--- config.mk ---
export PLATFORM = sky130hd
export DESIGN_NAME = puf_resp_reader
export DESIGN_NICKNAME = d
export VERILOG_FILES = /design/src/rtl/puf_resp_reader.sv
export SDC_FILE = /design/constraint.sdc
export NUM_CORES = 1
export LEC_CHECK = 0
export ABC_CLOCK_PERIOD_IN_PS = 2050
export CAP_MARGIN = 20
export CORE_MARGIN = 10
export CORE_UTILIZATION = 56
export CTS_CLUSTER_DIAMETER = 60
export DETAILED_ROUTE_END_ITERATION = 8
export GPL_TIMING_DRIVEN = 0
export PLACE_DENSITY_LB_ADDON = 0.3
export SYNTH_ARGS = -nofsm -noshare
export SYNTH_HDL_FRONTEND = slang
export SYNTH_SLANG_ARGS = --single-unit
--- constraint.sdc ---
create_clock -name clk -period 2.05 [get_ports clk]
set_input_delay 0.41 -clock clk [delete_from_list [all_inputs] [get_ports clk]]
set_output_delay 0.41 -clock clk [all_outputs]
set_load 0.005 [all_outputs]
--- src/rtl/puf_resp_reader.sv ---
// puf_resp_reader: system-clock-side reader for a ring-oscillator PUF counter.
// For every response bit it measures RO A (even select) and then RO B (odd select).
// It compares the two counts and assembles a RESP_BITS-wide response word.
// The RO-clocked valid is synchronised before use. Every wait phase is guarded
// by a timeout that aborts the run.
//
// Ports:
//   clk, rst_n        system clock, asynchronous active-low reset
//   i_start           run request, honoured only when idle
//   i_valid, i_count  PUF measurement valid (asynchronous) and count
//   o_en              PUF enable; low clears the PUF counter and its valid
//   o_sel             RO select = 2*bit_idx + phase (phase 0 = A, 1 = B)
//   o_resp            response word, bit i = result of pair i
//   o_busy, o_done    run in progress / one-cycle end-of-run pulse
//   o_err, o_tie      timeout abort flag / some pair compared equal this run
//
// Optional build macro PUF_RESP_MAJ_EN: each pair is measured three times.
// The response bit is then the majority of the three A>B votes.
module puf_resp_reader #(
    parameter int unsigned CNT_BIT_SIZE = 5,
    parameter int unsigned RESP_BITS    = 8,
    parameter int unsigned SYNC_STAGES  = 2,
    parameter int unsigned TIMEOUT_CYC  = 1024
) (
    input  logic                           clk,
    input  logic                           rst_n,
    input  logic                           i_start,
    input  logic                           i_valid,
    input  logic [CNT_BIT_SIZE-1:0]        i_count,
    output logic                           o_en,
    output logic [$clog2(2*RESP_BITS)-1:0] o_sel,
    output logic [RESP_BITS-1:0]           o_resp,
    output logic                           o_busy,
    output logic                           o_done,
    output logic                           o_err,
    output logic                           o_tie
);
    localparam int unsigned SelW = $clog2(2 * RESP_BITS);
    localparam int unsigned IdxW = (RESP_BITS > 1) ? $clog2(RESP_BITS) : 1;
    localparam int unsigned TmoW = $clog2(TIMEOUT_CYC + 1);
    localparam logic [IdxW-1:0] IdxLast = IdxW'(RESP_BITS - 1);
    localparam logic [TmoW-1:0] TmoLast = TmoW'(TIMEOUT_CYC - 1);

    typedef enum logic [2:0] {
        StIdle, StArm, StWaitV, StCap, StWaitClr, StNext, StDone, StAbort
    } state_e;

    state_e                  state_q, state_d;
    logic [SYNC_STAGES-1:0]  sync_q, sync_d;
    logic [IdxW-1:0]         bit_idx_q, bit_idx_d;
    logic                    phase_q, phase_d;
    logic [TmoW-1:0]         tmo_q, tmo_d;
    logic [CNT_BIT_SIZE-1:0] cnt_a_q, cnt_a_d;
    logic [CNT_BIT_SIZE-1:0] cnt_b_q, cnt_b_d;
    logic                    en_q, en_d;
    logic [SelW-1:0]         sel_q, sel_d;
    logic [RESP_BITS-1:0]    resp_q, resp_d;
    logic                    busy_q, busy_d;
    logic                    done_q, done_d;
    logic                    err_q, err_d;
    logic                    tie_q, tie_d;
    logic                    v_s, vote, tie_now, tmo_hit, go_abort, pair_done;
`ifdef PUF_RESP_MAJ_EN
    logic [1:0]              trial_q, trial_d;
    logic [1:0]              votes_q, votes_d, votes_sum;
`endif

    // Oldest stage is the MSB; only the synchronised copy v_s is ever used.
    assign sync_d  = {sync_q[SYNC_STAGES-2:0], i_valid};
    assign v_s     = sync_q[SYNC_STAGES-1];
    assign vote    = cnt_a_q > cnt_b_q;
    assign tie_now = cnt_a_q == cnt_b_q;
    assign tmo_hit = tmo_q >= TmoLast;

    always_comb begin
        state_d   = state_q;
        bit_idx_d = bit_idx_q;
        phase_d   = phase_q;
        tmo_d     = tmo_q;
        cnt_a_d   = cnt_a_q;
        cnt_b_d   = cnt_b_q;
        en_d      = en_q;
        sel_d     = sel_q;
        resp_d    = resp_q;
        busy_d    = busy_q;
        done_d    = 1'b0;
        err_d     = err_q;
        tie_d     = tie_q;
        go_abort  = 1'b0;
        pair_done = 1'b1;
`ifdef PUF_RESP_MAJ_EN
        trial_d   = trial_q;
        votes_d   = votes_q;
        votes_sum = votes_q + {1'b0, vote};
`endif
        unique case (state_q)
            StIdle: begin
                if (i_start) begin
                    bit_idx_d = '0;
                    phase_d   = 1'b0;
                    sel_d     = '0;
                    err_d     = 1'b0;
                    tie_d     = 1'b0;
                    resp_d    = '0;
                    busy_d    = 1'b1;
`ifdef PUF_RESP_MAJ_EN
                    trial_d   = '0;
                    votes_d   = '0;
`endif
                    state_d   = StArm;
                end
            end
            StArm: begin
                // o_sel was settled on entry here, so it is stable before o_en rises.
                en_d    = 1'b1;
                tmo_d   = '0;
                state_d = StWaitV;
            end
            StWaitV: begin
                if (v_s) begin
                    state_d = StCap;
                end else if (tmo_hit) begin
                    go_abort = 1'b1;
                end else begin
                    tmo_d = tmo_q + 1'b1;
                end
            end
            StCap: begin
                // Count is held stable by the PUF for as long as valid is high.
                if (phase_q) cnt_b_d = i_count;
                else         cnt_a_d = i_count;
                en_d    = 1'b0;
                tmo_d   = '0;
                state_d = StWaitClr;
            end
            StWaitClr: begin
                if (!v_s) begin
                    state_d = StNext;
                end else if (tmo_hit) begin
                    go_abort = 1'b1;
                end else begin
                    tmo_d = tmo_q + 1'b1;
                end
            end
            StNext: begin
                if (!phase_q) begin
                    phase_d = 1'b1;
                    sel_d   = SelW'({bit_idx_q, 1'b1});
                    state_d = StArm;
                end else begin
                    if (tie_now) tie_d = 1'b1;
                    phase_d = 1'b0;
`ifdef PUF_RESP_MAJ_EN
                    if (trial_q == 2'd2) begin
                        resp_d[bit_idx_q] = votes_sum[1];
                        trial_d = '0;
                        votes_d = '0;
                    end else begin
                        pair_done = 1'b0;
                        trial_d   = trial_q + 2'd1;
                        votes_d   = votes_sum;
                    end
`else
                    resp_d[bit_idx_q] = vote;
`endif
                    if (!pair_done) begin
                        sel_d   = SelW'({bit_idx_q, 1'b0});
                        state_d = StArm;
                    end else if (bit_idx_q == IdxLast) begin
                        done_d  = 1'b1;
                        busy_d  = 1'b0;
                        state_d = StDone;
                    end else begin
                        bit_idx_d = bit_idx_q + 1'b1;
                        sel_d     = SelW'({bit_idx_d, 1'b0});
                        state_d   = StArm;
                    end
                end
            end
            StDone:  state_d = StIdle;
            StAbort: state_d = StIdle;
            default: state_d = StIdle;
        endcase
        // Abort keeps the bits already completed in resp.
        if (go_abort) begin
            en_d    = 1'b0;
            err_d   = 1'b1;
            done_d  = 1'b1;
            busy_d  = 1'b0;
            state_d = StAbort;
        end
    end

    always_ff @(posedge clk or negedge rst_n) begin
        if (!rst_n) begin
            state_q   <= StIdle;
            sync_q    <= '0;
            bit_idx_q <= '0;
            phase_q   <= 1'b0;
            tmo_q     <= '0;
            cnt_a_q   <= '0;
            cnt_b_q   <= '0;
            en_q      <= 1'b0;
            sel_q     <= '0;
            resp_q    <= '0;
            busy_q    <= 1'b0;
            done_q    <= 1'b0;
            err_q     <= 1'b0;
            tie_q     <= 1'b0;
`ifdef PUF_RESP_MAJ_EN
            trial_q   <= '0;
            votes_q   <= '0;
`endif
        end else begin
            state_q   <= state_d;
            sync_q    <= sync_d;
            bit_idx_q <= bit_idx_d;
            phase_q   <= phase_d;
            tmo_q     <= tmo_d;
            cnt_a_q   <= cnt_a_d;
            cnt_b_q   <= cnt_b_d;
            en_q      <= en_d;
            sel_q     <= sel_d;
            resp_q    <= resp_d;
            busy_q    <= busy_d;
            done_q    <= done_d;
            err_q     <= err_d;
            tie_q     <= tie_d;
`ifdef PUF_RESP_MAJ_EN
            trial_q   <= trial_d;
            votes_q   <= votes_d;
`endif
        end
    end

    assign o_en   = en_q;
    assign o_sel  = sel_q;
    assign o_resp = resp_q;
    assign o_busy = busy_q;
    assign o_done = done_q;
    assign o_err  = err_q;
    assign o_tie  = tie_q;

endmodule

### Word-level counts from Yosys, hierarchy flattened

Index checks and enable logic that the tools add are counted.

* eq/ne operators: 21
* bitwise operators: 1
* reductions and logical operators: 21
* mux-type cells: 48
* $add $sub $neg: 2
* order comparisons: 4

Operators with widths (count)
* two-way mux 11 bit: 3
* one-hot mux 11 bit (3 select lines): 1
* two-way mux 3 bit: 9
* one-hot mux 3 bit (7 select lines): 1
* two-way mux 1 bit: 19
* != test 3 bit, second input constant: 6
* two-way mux 8 bit: 2
* one-hot mux 8 bit (2 select lines): 1
* == test 3 bit, second input constant: 5
* two-way mux 4 bit: 3
* != test 2 bit, second input constant: 6
* AND reduction 3 bit: 4
* AND reduction 4 bit: 3
* adder 11 x 1 -> 11 bit, second input constant: 1
* greater-or-equal comparator 11 x 10 -> 1 bit, second input constant: 1
* one-hot mux 1 bit (2 select lines): 5
* nonzero test 3 bit: 3
* bitwise mux 8 bit: 1
* one-hot mux 4 bit (2 select lines): 1
* AND reduction 2 bit: 4
* == test 3 x 2 -> 1 bit, second input constant: 2
* one-hot mux 3 bit (2 select lines): 1
* nonzero test 2 bit: 3
* == test 5 bit: 1
* 10 further kinds: 11

* word-level logic and storage cells: 111
* input bits: 9
* flip-flop bits (word level): 47
* output and inout bits: 17

### Logic depth before layout (Yosys ltp)

Gate-level depths: netlist of the first run.

* word-level depth: 7
* depth in mapped cells: 7
* gate-level depth less buffers: 7

### Worst setup path after synthesis of the first run

OpenSTA, ideal clock, no wires.

* path type: register to register
* from: reg cnt_a_q[2]
* to: reg resp_q[1] (netlist: o_resp[1])
* clock period less this slack: 1.696 ns
* slack: 0.354 ns
* data arrival time: 1.563 ns
* library setup time: 0.133 ns
* stages on the path, launching flop included: 7
* required time: 1.917 ns
* path buffers: 0
* cell sequence: dfrtp_1 > ha_1 > a21o_1 > a21o_1 > a221o_1 > nand4_1 > o21ai_0

* cells in the longest elaborated chain, start to end: 4

Ends and longest elaborated chain
* from (decl): RTL line 53 `logic [CNT_BIT_SIZE-1:0] cnt_a_q, cnt_a_d;`
* from (signal assigned): RTL line 220 `cnt_a_q <= cnt_a_d;`
* > comparator 5 bit: RTL line 71 `assign vote = cnt_a_q > cnt_b_q;`
* bitwise mux 8 bit: RTL line 164 `resp_d[bit_idx_q] = vote;`
* two-way mux 8 bit: RTL line 146 `if (!phase_q) begin`
* one-hot mux 8 bit (2 select lines): RTL line 96 `unique case (state_q)`
* to (signal assigned): RTL line 224 `resp_q <= resp_d;`
* to (decl): RTL line 57 `logic [RESP_BITS-1:0] resp_q, resp_d;`

Every way passes these cells. The select of a mux whose other input is x is not followed.
A chain may end at the register's enable or synchronous reset.

### Worst setup path in the final report of the first run

* from: reg cnt_a_q[2]
* to: reg resp_q[4] (netlist: o_resp[4])

The elaborated chain is that of the path after synthesis.

==> results.yml, run 1 <==
clock_network:
  htree_levels: 2
  cts.clk_slew.worst_paths_ps: 90
  clkLatencyLatePin_ps: 310
  cts_tree: "yes"
  cts_sinks: 47
  clockRootBuffer: "clkbuf_8"
  clock_path_buffers: 2
  cts_buffers: 5
  hold_buffers: 0
critical_path:
  path_class: "reg -> reg"
  critPathRequiredTime_ps: 2220
  r2r_slack_ps: 90
  crit_path_start_kind: "register"
  critPathCaptureType: "register"
  cpMostUsedCell: "a21o_1"
  cp_data_arrival_time_ps: 2140
  crit_slowest_cell: "dfrtp_1"
  r2r_end: "o_resp[4]$_DFFE_PN0P_"
  crit_buf_inv: 0
  rr_worst_depth: 6
  critical-path-top-delay-family: "compound AO/OA/AOI/OAI gates"
  path_cells: "ha_1 > a21o_1 > a21o_1 > a221o_1 > nand4_1 > o21ai_0"
  cp_slowest_stage_delay_ps: 400
  crit_fanout: 8
  r2r_start: "cnt_a_q[2]$_DFFE_PN0P_"
layout:
  synthToLayoutAreaGrowth_pct: 19.4
  multi_input_area_um2: 1140
  nFillCells: 323
  finish.net_count: 290
  drive_gt1_frac: 0.146
  area.sequential_um2: 1180
  antenna_cells: 0
synthesis:
  yosysMostFrequentCell: "dfrtp_1"
  synth_nets: 257
  yosysSeqAreaShare: 0.489
  yosysTopAreaCellShare: 0.489
  synth_top_cells_by_count: "dfrtp_1 (47), nand2_1 (27), o21ai_0 (19), a21oi_1 (17), nor2_1 (17)"
  async_flop_share: 1.00
  synth_ff_type: "dfrtp_1"
  synth_area_leader_cell: "dfrtp_1"
  synth_area_um2: 2400
  yosysWarnings: 0
  syn_inst: 240
  synth_cell_types: 49
  synth_area_leaders: "dfrtp_1 (49%), mux2_2 (4.2%), nand2_1 (4.2%), ha_1 (4.2%), o21ai_0 (4.0%)"
  avgSynthCellArea_um2: 10.0
  ys_ff_latch: 47
  synth_edf_count: 0
power_and_ir_drop:
  power_switching_mw: 1.12
  power.total_mw: 3.16
  p_leak_nw: 1.26
  p_clk_frac: 0.217
  ir_worst_vdd_v: 0.000705
  p_int_mw: 2.04
  pwr-share-seq: 0.397
  power.share.switching: 0.354
  p_comb_frac: 0.386
  powerDensity_nw_per_um2: 1100
floorplanning:
  dieArea_um2: 7320
  coreArea_um2: 4090
  start_util: 0.588
  num_rows: 23
  die_w_um: 85.5
  io_pins: 26
  die_h_um: 85.5
global_routing:
  grt_first_pass_wirelength_mm: 8.69
  grt_pass1_vias: 1871
  antenna_found_initial: 0
  grtUsageTotal: 0.144
  grt_max_degree: 25
  grt_overflow: 0
drt:
  avgRoutedWirePerCell_um: 15.3
  vias: 1821
  ant_nets: 0
  firstDrtPassIters: 4
  viasPerCell: 5.62
  dr.first_iter.drc_count: 121
  drc_errors: 0
  finalWirelength_mm: 4.97
sta:
  fin_crit_sh: 0.957
  worst_slew_pin_slew_ps: 588
  hold_slack_ps: 93.6
  maxSlewViolCount: 0
  fmax_mhz: 510
  rsz0062_at_grt: "false"
  setup_slack_ps: 87.9
  slew_headroom: 0.608
  setup_violations: 0
  hold_viol_final: 0
  min_period_ps: 1960
  clock_skew_ps: 5.45
placed_design:
  post-dp-hpwl_mm: 3.58
  portBuffers: 25
  gp_congestion: 0.765
  post-place-ws_ps: 6.17
outcome:
  outcome: "complete, no violations"
hold_path:
  hp-class: "in -> async"
job:
  maxCapViolations: 0
## cell families (layout without fill, tap and decap cells)
kind of cell | Yosys count | after routing | share of synthesized area
and+or+nand+nor | 75 | 75 | 0.156
buffers and inverters | 25 | 59 | 0.0421
xor gates and xnor gates | 4 | 4 | 0.0146
AOI/OAI and AO/OA | 70 | 70 | 0.206
adders and majority gates | 8 | 8 | 0.0416
DFF | 47 | 47 | 0.489
muxes | 11 | 11 | 0.0505
## layer usage
layer / global-route usage / share of wire / up-vias
met1: 0.169 / 0.46 / 864
met5: 0 / 0 / -
li1: - / - / 920
met2: 0.237 / 0.47 / 30
met3: 0.0482 / 0.052 / 7
met4: 0.0584 / 0.016 / 0
## placed cells by master (no fill, tap or decap), drive strengths merged, types with 2 or more instances in the layout
cell type	synthesis	layout
dfrtp	47	47
nand2	27	27
clkdlybuf4s50	0	24
o21ai	21	21
a21oi	18	18
nor2	17	17
inv	14	14
nand3	13	13
clkbuf	6	11
mux2	9	9
ha	8	8
buf	5	7
a21o	6	6
o31ai	4	4
a31oi	4	4
nor2b	3	3
xnor2	3	3
or2	2	2
a2111oi	2	2
nor3	2	2
and2	2	2
mux2i	2	2
a31o	2	2
o41ai	2	2
nand4	2	2
clkinv	0	2
## timing repair
item	4_1_cts	5_1_grt
endpoints found under the setup margin	0	2
resized for setup	0	3
hold endpoints to repair	0	0
buffers inserted	0	0
## power by group through the flow
stage          combinational (mW)  sequential (mW)  clock [mW]
2_1_floorplan               0.921             1.24           0
3_3_place_gp                 1.18             1.27           0
3_5_place_dp                 1.22             1.27           0
4_1_cts                      1.23             1.26       0.700
5_1_grt                      1.39             1.28       0.733
6_report                     1.22             1.26       0.686
## flip-flops by register name, indices dropped and copies added (netlist names)
| name | cells |
|---|---|
| cnt_a_q | 5 |
| bit_idx_q | 3 |
| cnt_b_q | 5 |
| o_en | 1 |
| o_resp | 8 |
| o_sel | 4 |
| tmo_q | 11 |
| o_done | 1 |
| sync_q | 2 |
| state_q | 3 |
| o_tie | 1 |
| o_busy | 1 |
| phase_q | 1 |
| o_err | 1 |
## per-stage QoR
step           TNS [ps]  instances  instance area [um2]  utilization
2_1_floorplan         0        240                 2400            -
3_3_place_gp     -33890        315                 2720        0.665
3_5_place_dp          0        316                 2740        0.671
4_1_cts               0        324                 2850        0.698
5_1_grt               0        324                 2870        0.702
6_report              0        324                 2870        0.702
## area by class of cell
class	instances	share of cell area
Sequential cell	47	0.410
Tap cell	50	0.0218
Clock buffer	5	0.0240
Buffer	11	0.0170
Inverter	14	0.0183
Multi-Input combinational cell	168	0.399
Clock inverter	3	0.0153
Timing Repair Buffer	26	0.0950
## worst register-to-register path: stages (launching register included)
cell     delay [ps]
dfrtp_1         400
ha_1            310
a21o_1          190
a21o_1          170
a221o_1         290
nand4_1         300
o21ai_0         180
## how the worst max path moves through the flow
| stage | startpoint | to | cells after the start |
|---|---|---|---|
| finish | cnt_a_q[2]$_DFFE_PN0P_ | o_resp[4]$_DFFE_PN0P_ | 6 |
| global route | cnt_a_q[2]$_DFFE_PN0P_ | o_resp[6]$_DFFE_PN0P_ | 6 |
| CTS | state_q[2]$_DFFE_PN0P_ | o_resp[0]$_DFFE_PN0P_ | 4 |
| detailed placement | i_start | o_resp[0]$_DFFE_PN0P_ | 5 |
| global placement | rst_n | o_resp[5]$_DFFE_PN0P_ | 1 |
| floorplan | cnt_a_q[2]$_DFFE_PN0P_ | o_resp[1]$_DFFE_PN0P_ | 6 |
Note: power is estimated with default switching activity, not from simulation.
==> run 2: changes to the inputs <==
ABC_CLOCK_PERIOD_IN_PS = 2100   (was 2050)
GPL_ROUTABILITY_DRIVEN = 0   (was unset)
clock period = 2.1 ns   (was 2.05 ns; I/O delays follow)
==> results.yml, run 2 (synthesized netlist as in run 1, its figures left out) <==
sta:
  maxSlewViolCount: 0
  setup_violations: 0
  setup_slack_ps: 182
  fmax_mhz: 521
  slew_headroom: 0.606
  hold_viol_final: 0
  fin_crit_sh: 0.913
  rsz0062_at_grt: "false"
  min_period_ps: 1920
  tns_ps: 0
  worst_slew_pin_slew_ps: 591
  clock_skew_ps: 6.14
critical_path:
  critPathCaptureType: "register"
  crit_fanout: 8
  path_class: "reg -> reg"
  path_cells: "ha_1 > a21o_1 > a21o_1 > a221o_1 > nand4_1 > o21ai_0"
  critical-path-top-delay-family: "compound AO/OA/AOI/OAI gates"
  critPathRequiredTime_ps: 2280
  cpMostUsedCell: "a21o_1"
  cp_slowest_stage_delay_ps: 400
  crit_path_start_kind: "register"
  cp_data_arrival_time_ps: 2100
  crit_slowest_cell: "dfrtp_1"
  crit_buf_inv: 0
power_and_ir_drop:
  power.total_mw: 3.09
  powerDensity_nw_per_um2: 1080
  ir_worst_vdd_v: 0.000688
  p_leak_nw: 1.25
global_routing:
  grt_overflow: 0
  grt_pass1_vias: 1871
  antenna_found_initial: 0
  grtUsageTotal: 0.144
  grt_max_degree: 25
  grt_first_pass_wirelength_mm: 8.69
layout:
  synthToLayoutAreaGrowth_pct: 18.7
  largest_reg_flops: 11
  area.sequential_um2: 1180
  final_cell_mix: "dfrtp_1 (47), nand2_1 (27), clkdlybuf4s50_1 (24)"
  nFillCells: 325
  post-route-util: 0.699
  layout_commonest_cell: "dfrtp_1"
  finish.net_count: 290
  antenna_cells: 0
  top_register: "tmo_q"
  drive_gt1_frac: 0.139
  multi_input_area_um2: 1130
floorplanning:
  dieArea_um2: 7320
  die_h_um: 85.5
  num_rows: 23
  io_pins: 26
  coreArea_um2: 4090
  start_util: 0.588
  die_w_um: 85.5
drt:
  vias: 1815
  viasPerCell: 5.60
  finalWirelength_mm: 4.94
  ant_nets: 0
  firstDrtPassIters: 4
  drc_errors: 0
  dr.first_iter.drc_count: 118
  avgRoutedWirePerCell_um: 15.3
clock_network:
  hold_buffers: 0
  cts_tree: "yes"
  cts_sinks: 47
  clockRootBuffer: "clkbuf_8"
  htree_levels: 2
  clock_path_buffers: 2
  cts_buffers: 5
  clkLatencyLatePin_ps: 310
  cts.clk_slew.worst_paths_ps: 90
job:
  maxCapViolations: 0
placed_design:
  post-place-ws_ps: 46.2
  post-dp-hpwl_mm: 3.58
  portBuffers: 25
outcome:
  outcome: "complete, no violations"
hold_path:
  hp-class: "in -> async"
==> run 2: cell count changes in the layout (fill, tap and decap cells not counted) <==
cell,before,now
o41ai_2,2,0
o41ai_1,0,2
==> run 2: power by group <==
group	switching [mW]	internal, mW	leakage, nW	total (mW)
Combinational	0.649	0.541	0.578	1.19
Sequential	0.129	1.10	0.614	1.23
Clock	0.316	0.355	0.0581	0.670
Total	1.09	1.99	1.25	3.09
==> run 2: worst paths after layout <==
check | startpoint | to | slack (ps) | depth (start not counted)
max in group asynchronous | rst_n | o_sel[3]$_DFFE_PN0P_ | 1480 | 2
worst max-delay path | cnt_a_q[2]$_DFFE_PN0P_ | o_resp[4]$_DFFE_PN0P_ | 180 | 6
worst max register to register | cnt_a_q[2]$_DFFE_PN0P_ | o_resp[4]$_DFFE_PN0P_ | 180 | 6
worst min register to register | sync_q[0]$_DFF_PN0_ | sync_q[1]$_DFF_PN0_ | 370 | 0
min in group clk | sync_q[0]$_DFF_PN0_ | sync_q[1]$_DFF_PN0_ | 370 | 0
worst min-delay path | rst_n | sync_q[1]$_DFF_PN0_ | 100 | 1
==> run 2: per-stage QoR <==
step                      std cells  hold slack (ps)  area [um2]
after floorplan                 240              124        2400
final                           324              104        2860
after CTS                       324              121        2850
after detailed placement        316              350        2740
after global placement          315              349        2720
after global routing            324              140        2860
==> run 2: layout make-up <==
type	instances	area share
Sequential cell	47	0.412
Multi-Input combinational cell	168	0.396
Timing Repair Buffer	26	0.0955
Clock buffer	5	0.0241
Tap cell	50	0.0219
Inverter	14	0.0184
Buffer	11	0.0171
Clock inverter	3	0.0153
==> run 2: metal layers <==
metal	wire length, um	vias up	global-route usage	part of all wire
met4	80	0	0.0584	0.016
met5	0	-	0	0
met1	2250	864	0.169	0.46
met2	2340	30	0.237	0.47
met3	263	7	0.0482	0.053
li1	-	914	-	-
==> run 2: timing repair <==
item / CTS / global route
setup buffers: 0 / 0
resized for setup: 0 / 1
setup endpoints to repair: 0 / 2
